$ cat src/rtl/mem_line_arbiter_if.sv
// Line-wide request/response bundle shared by the two requester ports and the memory side.
// A master drives the request fields; a slave returns the read line and completion.
interface mem_line_arbiter_if #(
  parameter int unsigned ADDR_WIDTH = 32,
  parameter int unsigned LINE_WIDTH = 128
) ();
  logic                  req;
  logic                  we;
  logic [ADDR_WIDTH-1:0] addr;
  logic [LINE_WIDTH-1:0] wdata;
  logic [LINE_WIDTH-1:0] rdata;
  logic                  ready;

  modport master (output req, output we, output addr, output wdata,
                  input  rdata, input ready);
  modport slave  (input  req, input  we, input  addr, input  wdata,
                  output rdata, output ready);
endinterface

$ cat src/rtl/mem_line_arbiter.sv
// Round-robin arbiter/sequencer giving two refill ports one line transaction at a time.
// Optional performance counters are built when MEM_LINE_ARB_PERF_EN is defined.
module mem_line_arbiter #(
  parameter int unsigned ADDR_WIDTH  = 32,
  parameter int unsigned LINE_WIDTH  = 128,
  parameter int unsigned OFFSET_BITS = 4
) (
  input  logic               clk,
  input  logic               rst,
  mem_line_arbiter_if.slave  p0,
  mem_line_arbiter_if.slave  p1,
  mem_line_arbiter_if.master mem,
  output logic               busy
`ifdef MEM_LINE_ARB_PERF_EN
  ,
  output logic [31:0]        perf_p0_grants,
  output logic [31:0]        perf_p1_grants,
  output logic [31:0]        perf_conflicts,
  output logic [31:0]        perf_wait_cycles
`endif
);

  typedef enum logic [1:0] {StIdle, StIssue, StWait} state_e;

  state_e                state_q, state_d;
  logic                  grant_q, grant_d;
  logic                  take;
  logic                  we_q;
  logic [ADDR_WIDTH-1:0] addr_q;
  logic [LINE_WIDTH-1:0] wdata_q;
  logic                  done;

  always_comb begin
    state_d = state_q;
    grant_d = grant_q;
    take    = 1'b0;
    unique case (state_q)
      StIdle: begin
        if (p0.req || p1.req) begin
          state_d = StIssue;
          take    = 1'b1;
          // grant_q doubles as last_grant: on a conflict the other port wins
          grant_d = (p0.req && p1.req) ? ~grant_q : p1.req;
        end
      end
      StIssue: state_d = StWait;
      StWait:  if (mem.ready) state_d = StIdle;
      default: state_d = StIdle;
    endcase
  end

  always_ff @(posedge clk) begin
    if (rst) begin
      state_q <= StIdle;
      grant_q <= 1'b1;
      we_q    <= 1'b0;
      addr_q  <= '0;
      wdata_q <= '0;
    end else begin
      state_q <= state_d;
      grant_q <= grant_d;
      if (take) begin
        we_q    <= grant_d ? p1.we    : p0.we;
        addr_q  <= grant_d ? p1.addr  : p0.addr;
        wdata_q <= grant_d ? p1.wdata : p0.wdata;
      end
    end
  end

  // A completion arriving in the reset cycle must not reach the requester
  assign done = ~rst && (state_q == StWait) && mem.ready;

  always_comb begin
    mem.req   = (state_q == StIssue);
    mem.we    = we_q;
    mem.addr  = {addr_q[ADDR_WIDTH-1:OFFSET_BITS], {OFFSET_BITS{1'b0}}};
    mem.wdata = wdata_q;
    busy      = (state_q != StIdle);
    p0.ready  = done && !grant_q;
    p1.ready  = done && grant_q;
    p0.rdata  = grant_q ? '0 : mem.rdata;
    p1.rdata  = grant_q ? mem.rdata : '0;
  end

`ifdef MEM_LINE_ARB_PERF_EN
  logic p0_waiting, p1_waiting;

  assign p0_waiting = p0.req && !(busy && !grant_q);
  assign p1_waiting = p1.req && !(busy && grant_q);

  always_ff @(posedge clk) begin
    if (rst) begin
      perf_p0_grants   <= '0;
      perf_p1_grants   <= '0;
      perf_conflicts   <= '0;
      perf_wait_cycles <= '0;
    end else begin
      if (take && !grant_d)      perf_p0_grants <= perf_p0_grants + 32'd1;
      if (take && grant_d)       perf_p1_grants <= perf_p1_grants + 32'd1;
      if (take && p0.req && p1.req) perf_conflicts <= perf_conflicts + 32'd1;
      if (p0_waiting || p1_waiting) perf_wait_cycles <= perf_wait_cycles + 32'd1;
    end
  end
`endif

endmodule

$ cat src/flat_wrapper.sv
// flat-port wrapper written by rule: the top's interface ports become plain ports
module mem_line_arbiter_flat 
#(
  parameter int unsigned ADDR_WIDTH  = 32,
  parameter int unsigned LINE_WIDTH  = 128,
  parameter int unsigned OFFSET_BITS = 4
)
  (clk, rst, busy, p0_req, p0_we, p0_addr, p0_wdata, p0_rdata, p0_ready, p1_req, p1_we, p1_addr, p1_wdata, p1_rdata, p1_ready, mem_req, mem_we, mem_addr, mem_wdata, mem_rdata, mem_ready);
  mem_line_arbiter_if #(.ADDR_WIDTH(ADDR_WIDTH), .LINE_WIDTH(LINE_WIDTH)) p0_i ();
  mem_line_arbiter_if #(.ADDR_WIDTH(ADDR_WIDTH), .LINE_WIDTH(LINE_WIDTH)) p1_i ();
  mem_line_arbiter_if #(.ADDR_WIDTH(ADDR_WIDTH), .LINE_WIDTH(LINE_WIDTH)) mem_i ();
  input  logic clk;
  input  logic rst;
  output logic busy;
  input wire logic [$bits(p0_i.req)-1:0] p0_req;
  input wire logic [$bits(p0_i.we)-1:0] p0_we;
  input wire logic [$bits(p0_i.addr)-1:0] p0_addr;
  input wire logic [$bits(p0_i.wdata)-1:0] p0_wdata;
  output wire logic [$bits(p0_i.rdata)-1:0] p0_rdata;
  output wire logic [$bits(p0_i.ready)-1:0] p0_ready;
  input wire logic [$bits(p1_i.req)-1:0] p1_req;
  input wire logic [$bits(p1_i.we)-1:0] p1_we;
  input wire logic [$bits(p1_i.addr)-1:0] p1_addr;
  input wire logic [$bits(p1_i.wdata)-1:0] p1_wdata;
  output wire logic [$bits(p1_i.rdata)-1:0] p1_rdata;
  output wire logic [$bits(p1_i.ready)-1:0] p1_ready;
  output wire logic [$bits(mem_i.req)-1:0] mem_req;
  output wire logic [$bits(mem_i.we)-1:0] mem_we;
  output wire logic [$bits(mem_i.addr)-1:0] mem_addr;
  output wire logic [$bits(mem_i.wdata)-1:0] mem_wdata;
  input wire logic [$bits(mem_i.rdata)-1:0] mem_rdata;
  input wire logic [$bits(mem_i.ready)-1:0] mem_ready;
  assign p0_i.req = p0_req;
  assign p0_i.we = p0_we;
  assign p0_i.addr = p0_addr;
  assign p0_i.wdata = p0_wdata;
  assign p0_rdata = p0_i.rdata;
  assign p0_ready = p0_i.ready;
  assign p1_i.req = p1_req;
  assign p1_i.we = p1_we;
  assign p1_i.addr = p1_addr;
  assign p1_i.wdata = p1_wdata;
  assign p1_rdata = p1_i.rdata;
  assign p1_ready = p1_i.ready;
  assign mem_req = mem_i.req;
  assign mem_we = mem_i.we;
  assign mem_addr = mem_i.addr;
  assign mem_wdata = mem_i.wdata;
  assign mem_i.rdata = mem_rdata;
  assign mem_i.ready = mem_ready;
  mem_line_arbiter #(.ADDR_WIDTH(ADDR_WIDTH), .LINE_WIDTH(LINE_WIDTH), .OFFSET_BITS(OFFSET_BITS)) u_core (.clk(clk), .rst(rst), .p0(p0_i), .p1(p1_i), .mem(mem_i), .busy(busy));
endmodule
$ cat config.mk
export PLATFORM = sky130hd
export DESIGN_NAME = mem_line_arbiter_flat
export DESIGN_NICKNAME = d
export VERILOG_FILES = /design/src/rtl/mem_line_arbiter_if.sv /design/src/rtl/mem_line_arbiter.sv /design/src/flat_wrapper.sv
export SDC_FILE = /design/constraint.sdc
export NUM_CORES = 1
export LEC_CHECK = 0
export ABC_AREA = 1
export CAP_MARGIN = 5
export CORE_AREA = 2 2 345 347
export CTS_BUF_LIST = sky130_fd_sc_hd__clkbuf_8 sky130_fd_sc_hd__clkbuf_16
export CTS_CLUSTER_SIZE = 10
export DETAILED_ROUTE_END_ITERATION = 6
export DIE_AREA = 0 0 347 349
export DONT_BUFFER_PORTS = 1
export PLACE_DENSITY = 0.3
export SETUP_SLACK_MARGIN = 0.1
export SLEW_MARGIN = 0
export SYNTH_ARGS = -nofsm -noshare
export SYNTH_HDL_FRONTEND = slang
export SYNTH_SLANG_ARGS = --single-unit
$ cat constraint.sdc
create_clock -name clk -period 2 [get_ports clk]
set_clock_uncertainty 0.15 [all_clocks]
set_input_delay 0.3 -clock clk [delete_from_list [all_inputs] [get_ports clk]]
set_output_delay 0.3 -clock clk [all_outputs]
set_load 0.005 [all_outputs]
# After elaboration in Yosys (flattened, before gate mapping)
# Index checks and enable logic that the tools add are counted.
[word_totals]
reg_bits = 164
inputBits = 455
output_inout_bits = 421
wordCells = 34
[classes]
eq_ne = 4
mux = 13
bitwise = 2
n_reduce_logical = 10
[op_table]
columns = ["operator", "n"]
rows = [
  ["$mux 128", 3],
  ["$mux 32", 1],
  ["$mux 1", 6],
  ["$pmux 2 s3", 1],
  ["$logic_and 1x1->1", 5],
  ["$mux 2", 2],
  ["$eq 2x1->1 const B", 1],
  ["$eq 2x2->1 const B", 1],
  ["$logic_not 2->1", 1],
  ["$ne 2x1->1 const B", 1],
  ["$ne 2x2->1 const B", 1],
  ["$not 1->1", 2],
  ["$reduce_and 2->1", 1],
  ["$reduce_bool 2->1", 1],
  ["$logic_not 1->1", 1],
  ["$logic_or 1x1->1", 1],
]

# Depth between registers and ports, before layout
# Gate-level depths: netlist of run 1.
[logic_depth]
ltp_word = 5
depth_mapped = 10
depth_no_buf = 7

# Least setup slack after synthesis of run 1
# No wires, ideal clock.
[synth_path]
path_kind = "register to output"
start = "reg (tool-made name)"
end = "out p1_rdata[100]"
t_arrival_ns = 1.103
t_required_ns = 1.550
slack_ns = 0.447
stages_incl_launch_ff = 6
path_cell_list = "dfxtp_1 > buf_4 > clkbuf_1 > clkbuf_1 > nand2_1 > inv_1"
[synth_rtl]
columns = ["item", "line_no", "rtl"]
rows = [
  ["end: declaration", "flat_wrapper.sv:25", "output wire logic [$bits(p1_i.rdata)-1:0] p1_rdata;"],
]

==> results of run 1 <==
## timing repair
action	CTS	global route
buffers inserted	7	7
gates cloned	6	9
endpoints found under the hold margin	160	123
endpoints found under the setup margin	251	345
pin swaps	9	26
gates resized for setup	163	129
hold buffers	206	24
## worst min-delay path, stage by stage
cell and delay, ns:
nor2_1 0.03, nand2_1 0.05, inv_1 0.03
## worst max path at each step
stage                                 endpoint  slack [ns]         startpoint
after floorplan                  p1_rdata[100]        0.45          flip-flop
after global placement    u_core.mem.wdata[62]        0.13  u_core.state_q[1]
after detailed placement  u_core.mem.wdata[62]        0.13  u_core.state_q[1]
after CTS                             p0_ready       -0.15          flip-flop
after global routing              p0_rdata[92]       -0.14          flip-flop
final                            p0_rdata[100]       -0.07          flip-flop
## logic make-up (layout without fill, tap and decap cells)
family	after synthesis	count (layout)
simple gates	1187	1187
flops	160	160
other cells	1	7
buf+inv	588	843
compound gates	1	1
## power breakdown
group	internal, mW	total (mW)	switching [mW]
combinational	1.91	4.69	2.77
sequential	3.65	4.21	0.562
clock	2.13	3.84	1.71
## flip-flops by register name (all words and copies together) (netlist names), named ones only
signal	count
u_core.addr_q	28
u_core.mem.wdata	128
u_core.mem.we	1
u_core.state_q	2
## cells in the mapped netlist
library cell / number / area [um2]
inv_1: 447 / 1678
nand3_1: 407 / 2037
nand2_1: 387 / 1453
nor2_1: 382 / 1434
dfxtp_1: 160 / 3203
buf_2: 55 / 275.3
clkbuf_1: 55 / 206.5
buf_1: 21 / 78.83
buf_4: 7 / 52.55
inv_2: 3 / 11.26
nand2_2: 3 / 18.77
nand3_2: 2 / 20.02
nor2_2: 2 / 12.51
conb_1: 1 / 3.750
nand4_1: 1 / 6.260
nor2_4: 1 / 11.26
nor3_1: 1 / 5.000
nor3_2: 1 / 10.01
o21a_1: 1 / 7.510
## layout make-up
type                       instances  area [um2]  area share
inverter                         450        1709     0.09911
timing repair buffer             361        4059      0.2354
clock inverter                    15       220.2     0.01277
multi-input combinational       1192        5693      0.3301
tap                             1536        1922      0.1114
clock buffer                      17       425.4     0.02467
antenna                            3       7.507   0.0004353
sequential                       160        3209      0.1861
## routing by layer
layer | global-route usage | vias up | wire [um]
li1 | - | 6185 | -
met1 | 0.1421 | 5772 | 31620
met2 | 0.1845 | 651 | 33780
met3 | 0.05040 | 73 | 8118
met4 | 0.03851 | 4 | 1819
met5 | 0 | - | 25
## metrics by stage
stage / cells / setup WS [ns] / cell area (um2) / utilization
2_1_floorplan: 1940 / 0.4469 / 10540 / -
3_3_place_gp: 3440 / 0.1262 / 12960 / 0.1103
6_report: 3734 / -0.07414 / 17250 / 0.1468
4_1_cts: 3691 / -0.1491 / 16300 / 0.1387
5_1_grt: 3731 / -0.1395 / 17240 / 0.1468
3_5_place_dp: 3440 / 0.1281 / 12960 / 0.1103
==> impl_metrics.yaml, run 1 <==
status:
  status: "finished, violations left"
  violations: "negative hold slack, negative setup slack"
clock_tree:
  path_clk_slew_ns: 0.08
  numCtsBuffers: 17
  htree_levels: 4
  numClockSinks: 160
  clockBufferDepth: 2
  insertion_delay_ns: 0.50
  tritoncts: "done"
  root_buffer: "clkbuf_16"
yosys:
  synth_compound_area_frac: 0.0007134
  synth_mux_area_frac: 0
  synth-seq-area-share: 0.3044
  synth-xor-area-share: 0
  synth_top_family_by_area: "simple AND/OR/NAND/NOR gates"
  yosys.area_share.simple: 0.4758
  syn_area_per_cell_um2: 5.433
  syn-cell-area_um2: 10520
  synthAdderAreaFrac: 0
  ys_ff_latch: 160
  yosysUniqueCellTypes: 19
  ys_warn_count: 0
  synth_cells: 1937
route:
  drc: 0
  drt_iter0_drc: 882
  ant_nets: 0
  routed_wirelength_um: 75360
  routed_via_density: 3.397
  post_drt_wl_per_cell_um: 20.18
  dr.pass1.iters: 6
  vias: 12690
place:
  io_buffers: 0
  place_hpwl_um: 59420
  gp_congestion: 0.9130
sta:
  finalMaxSlewViolations: 0
  fin_crit_ns: 2.074
  worst_hold_slack_ns: -0.2234
  achievable-frequency_mhz: 482.1
  finalHoldViolCount: 57
  rsz0062_at_grt: "yes"
  setup_violations: 61
  fin_tns_setup_ns: -1.420
  slew_headroom: 0.6091
  worst_slew_pin_slew_ns: 0.5842
  fin_crit_sh: 1.037
  setup_slack_ns: -0.07414
layout:
  synthToLayoutAreaGrowth_pct: 63.87
  num-fill-cells: 13550
  final_cell_mix: "nand3_1, inv_1, nand2_1, nor2_1, dlygate4sd3_1"
  nets: 2637
  drive_gt1_frac: 0.1576
  layout_commonest_cell: "nand3_1"
global_route:
  overflow: 0
  grt_pass1_wl_um: 99220
  grt_start_max_net_pins: 129
  grtUsageTotal: 0.1170
  grt_pass1_vias: 12310
  antenna_found_initial: 6
floorplan:
  io_pins: 876
  die_w_um: 347
  fp-row-count: 126
  die_h_um: 349
  core-area_um2: 117500
  die_area_um2: 121100
  start_util: 0.08960
setup_path:
  path_delay_family: "buffers and inverters"
  reg2reg_depth: 10
  endpoint_kind: "output pin"
  worst-path-stages: 5
  regToRegSetupSlack_ns: 0.14
  cp_data_required_time_ns: 1.55
  crit_path_top_delay_cell: "dfxtp_4"
  cp_max_fo: 5
  cpPeakStageDelay_ns: 0.37
  critPathKind: "reg2out"
  path_buf_inv: 4
  start_kind: "flip-flop"
  reg2reg_to: "u_core.mem.wdata[69]"
  arrival_ns: 1.62
  worstPathCellList: "buf_12 > clkbuf_16 > buf_8 > buf_16 > nor2_4"
pwr:
  ir_drop_v: 0.0007347
  design_power_total_mw: 12.74
  p_per_area_nw_per_um2: 738.9
  p_leak_nw: 9.037
hold_path:
  hp-class: "in2reg"
  worstHoldStart: "rst"
  holdPathEnd: "u_core.addr_q[13]"
  holdPathStages: 3
flow_run:
  max_cap_violations: 0
No activity file was read; power rests on OpenSTA's default activity.
==> run 2: changes to the inputs <==
--- a/config.mk
+++ b/config.mk
@@ -5,17 +5,15 @@
 export SDC_FILE = /design/constraint.sdc
 export NUM_CORES = 1
 export LEC_CHECK = 0
-export ABC_AREA = 1
 export CAP_MARGIN = 5
-export CORE_AREA = 2 2 345 347
+export CORE_AREA = 2 2 337 339
 export CTS_BUF_LIST = sky130_fd_sc_hd__clkbuf_8 sky130_fd_sc_hd__clkbuf_16
 export CTS_CLUSTER_SIZE = 10
 export DETAILED_ROUTE_END_ITERATION = 6
-export DIE_AREA = 0 0 347 349
+export DIE_AREA = 0 0 339 341
 export DONT_BUFFER_PORTS = 1
 export PLACE_DENSITY = 0.3
 export SETUP_SLACK_MARGIN = 0.1
-export SLEW_MARGIN = 0
 export SYNTH_ARGS = -nofsm -noshare
 export SYNTH_HDL_FRONTEND = slang
 export SYNTH_SLANG_ARGS = --single-unit
==> run 2 against run 1 <==
Effect of this change:
- the flow finishes with violations (negative setup slack)
- global-route usage is 0.68 points lower
- via count fell by 30%
- core utilization grew 0.30 points
- sequential cell count did not move
- first-iteration DRC count is 61% lower
- critical path type unchanged
- largest cell class unchanged
- highest routed layer unchanged
==> impl_metrics.yaml, run 2 <==
status:
  status: "finished, violations left"
  violations: "negative setup slack"
yosys:
  ys.flop_type: "dfxtp_1"
  synth-seq-area-share: 0.3823
  synth_mux_area_frac: 0.1876
  synth_common_cells: "dfxtp_1, mux2i_1, o2bb2ai_1, nor2b_1, and2_1"
  yosysUniqueCellTypes: 23
  ys_ff_latch: 160
  synth_compound_area_frac: 0.1667
  synth_cells: 834
  synth_area_leader_cell: "dfxtp_1"
  yosys.area_share.simple: 0.2001
  synth-xor-area-share: 0
  synthAdderAreaFrac: 0
  synth_top_family_by_area: "simple AND/OR/NAND/NOR gates"
  ys_warn_count: 0
  syn-cell-area_um2: 8378
  synth-edff-count: 0
  yosys.cell_count.top_type: "dfxtp_1"
  synth-async-reset-ratio: 0
  syn_area_per_cell_um2: 10.05
  yosysTopAreaCellShare: 0.3823
  ys_top_cells_by_area: "dfxtp_1, mux2i_1, o2bb2ai_1"
layout:
  finalInstanceArea_um2: 16760
  largest_reg_flops: 128
  synthToLayoutAreaGrowth_pct: 100.1
  final_cell_mix: "dlygate4sd3_1, dfxtp_1, mux2i_1, nor2b_1, o2bb2ai_1"
  nets: 1681
  utilization: 0.1498
  drive_gt1_frac: 0.2809
  layout_commonest_cell: "dlygate4sd3_1"
sta:
  slew_headroom: 0.5942
  setup_violations: 107
  fin_tns_setup_ns: -2.573
  setup_slack_ns: -0.05111
  fin_crit_ns: 2.051
  finalHoldViolCount: 0
  fin_crit_sh: 1.026
  achievable-frequency_mhz: 487.5
  finalMaxSlewViolations: 0
  rsz0062_at_grt: "yes"
  worst_slew_pin_slew_ns: 0.6078
setup_path:
  endpoint: "p1_rdata[89]"
  reg2reg_depth: 8
  cp_max_fo: 17
  r2r-start: "u_core.state_q[0]"
  worst-path-stages: 4
  crit_path_top_delay_cell: "dfxtp_4"
  cp_data_required_time_ns: 1.55
  start_kind: "flip-flop"
  endpoint_kind: "output pin"
  cpPeakStageDelay_ns: 0.39
  critPathKind: "reg2out"
  regToRegSetupSlack_ns: -0.05
  path_buf_inv: 3
  reg2reg_to: "u_core.addr_q[15]"
  arrival_ns: 1.60
  path_delay_family: "buffers and inverters"
  worstPathCellList: "buf_16 > buf_4 > clkbuf_16 > and2_1"
global_route:
  grtUsageTotal: 0.1103
  grt_start_max_net_pins: 75
  antenna_found_initial: 32
  grt_pass1_wl_um: 85080
  overflow: 0
  grt_pass1_vias: 8840
route:
  routed_via_density: 3.201
  drt_iter0_drc: 343
  routed_wirelength_um: 75120
  post_drt_wl_per_cell_um: 27.20
  dr.pass1.iters: 4
  vias: 8840
  drc: 0
  ant_nets: 0
hold_path:
  worstHoldStart: "p0_req"
  hp-class: "in2reg"
place:
  place_area_um2: 10740
  gp_congestion: 0.9045
  post-place-ws_ns: -0.2804
  io_buffers: 0
  place_hpwl_um: 51330
pwr:
  ir_drop_v: 0.0006344
  p_per_area_nw_per_um2: 703.7
  p_leak_nw: 6.322
  design_power_total_mw: 11.80
floorplan:
  core-area_um2: 111900
  die_h_um: 341
  fp-row-count: 123
  die_w_um: 339
  die_area_um2: 115600
  io_pins: 876
  start_util: 0.07488
clock_tree:
  numCtsBuffers: 17
  path_clk_slew_ns: 0.08
  htree_levels: 4
  tritoncts: "done"
  clockBufferDepth: 2
  root_buffer: "clkbuf_16"
  insertion_delay_ns: 0.48
  numClockSinks: 160
flow_run:
  max_cap_violations: 0
run 2: cell count changes in the layout (fill, tap and decap cells not counted), moves of 28 or more:
cell | before | now
mux2i_1 | 0 | 135
and2_4 | 0 | 28
and2_1 | 0 | 73
o2bb2ai_1 | 0 | 90
nor2b_1 | 0 | 107
o2bb2ai_2 | 0 | 61
nand3_1 | 407 | 0
nor2_4 | 62 | 0
buf_4 | 75 | 39
inv_2 | 67 | 0
nand2_1 | 357 | 2
nor2_1 | 313 | 2
dlygate4sd3_1 | 230 | 316
inv_1 | 378 | 2
run 2: how the worst min path moves through the flow:
stage / end / slack, ns / depth (start not counted)
2_1_floorplan: u_core.state_q[1] / 0.22 / 1
3_3_place_gp: u_core.state_q[1] / 0.23 / 1
3_5_place_dp: u_core.state_q[1] / 0.23 / 1
4_1_cts: u_core.mem.wdata[95] / 0.15 / 5
5_1_grt: u_core.mem.wdata[84] / 0.17 / 4
6_report: u_core.mem.wdata[84] / 0.20 / 4
run 2: cell families after synthesis:
logic type,after synthesis
DFF,160
and+or+nand+nor,269
muxes,157
buffers and inverters,87
AOI/OAI and AO/OA,160
other,1
run 2: area by class of cell:
type	count	area [um2]
clock buffer	18	439.2
inverter	1	3.754
multi-input combinational	591	5533
sequential	160	3209
clock inverter	14	126.4
antenna	23	57.56
tap	1500	1877
timing repair buffer	455	5519
fill	12460	95120
run 2: worst register-to-register path, cell delays in order (launching register included):
cell,delay [ns]
dfxtp_2,0.33
buf_6,0.11
or2_4,0.25
buf_6,0.12
o21bai_4,0.19
nor2b_4,0.15
buf_12,0.19
clkbuf_16,0.24
o2bb2ai_1,0.19
run 2: layer usage:
metal | vias up | GRT usage | share of wire
met5 | - | 0 | 0.0029
met4 | 32 | 0.04139 | 0.038
met3 | 145 | 0.04300 | 0.085
met2 | 575 | 0.2117 | 0.55
met1 | 4330 | 0.1049 | 0.33
li1 | 3758 | - | -
run 2: repair_timing:
item / 4_1_cts / 5_1_grt
setup endpoints to repair: 391 / 415
setup buffers: 7 / 16
gates cloned: 9 / 32
hold buffers: 316 / 0
resized for setup: 94 / 167
pin swaps: 4 / 32
hold endpoints to repair: 159 / 0
run 2: through the flow:
| step | instances | hold WS, ns |
|---|---|---|
| 2_1_floorplan | 837 | 0.2224 |
| 6_report | 2762 | 0.1971 |
| 3_3_place_gp | 2327 | 0.2299 |
| 5_1_grt | 2747 | 0.1652 |
| 4_1_cts | 2691 | 0.1532 |
| 3_5_place_dp | 2327 | 0.2316 |
run 2: power breakdown:
part,internal [mW],switching (mW)
sequential,3.57,0.507
clock,1.67,1.72
combinational,2.24,2.08
total,7.48,4.31
==> run 3: changes to the inputs <==
--- a/config.mk
+++ b/config.mk
@@ -13,6 +13,7 @@
 export DIE_AREA = 0 0 339 341
 export DONT_BUFFER_PORTS = 1
 export PLACE_DENSITY = 0.3
+export RECOVER_POWER = 50
 export SETUP_SLACK_MARGIN = 0.1
 export SYNTH_ARGS = -nofsm -noshare
 export SYNTH_HDL_FRONTEND = slang
==> results of run 3 <==
Same layout as run 2: the final DEF is identical, and so are final timing and power.
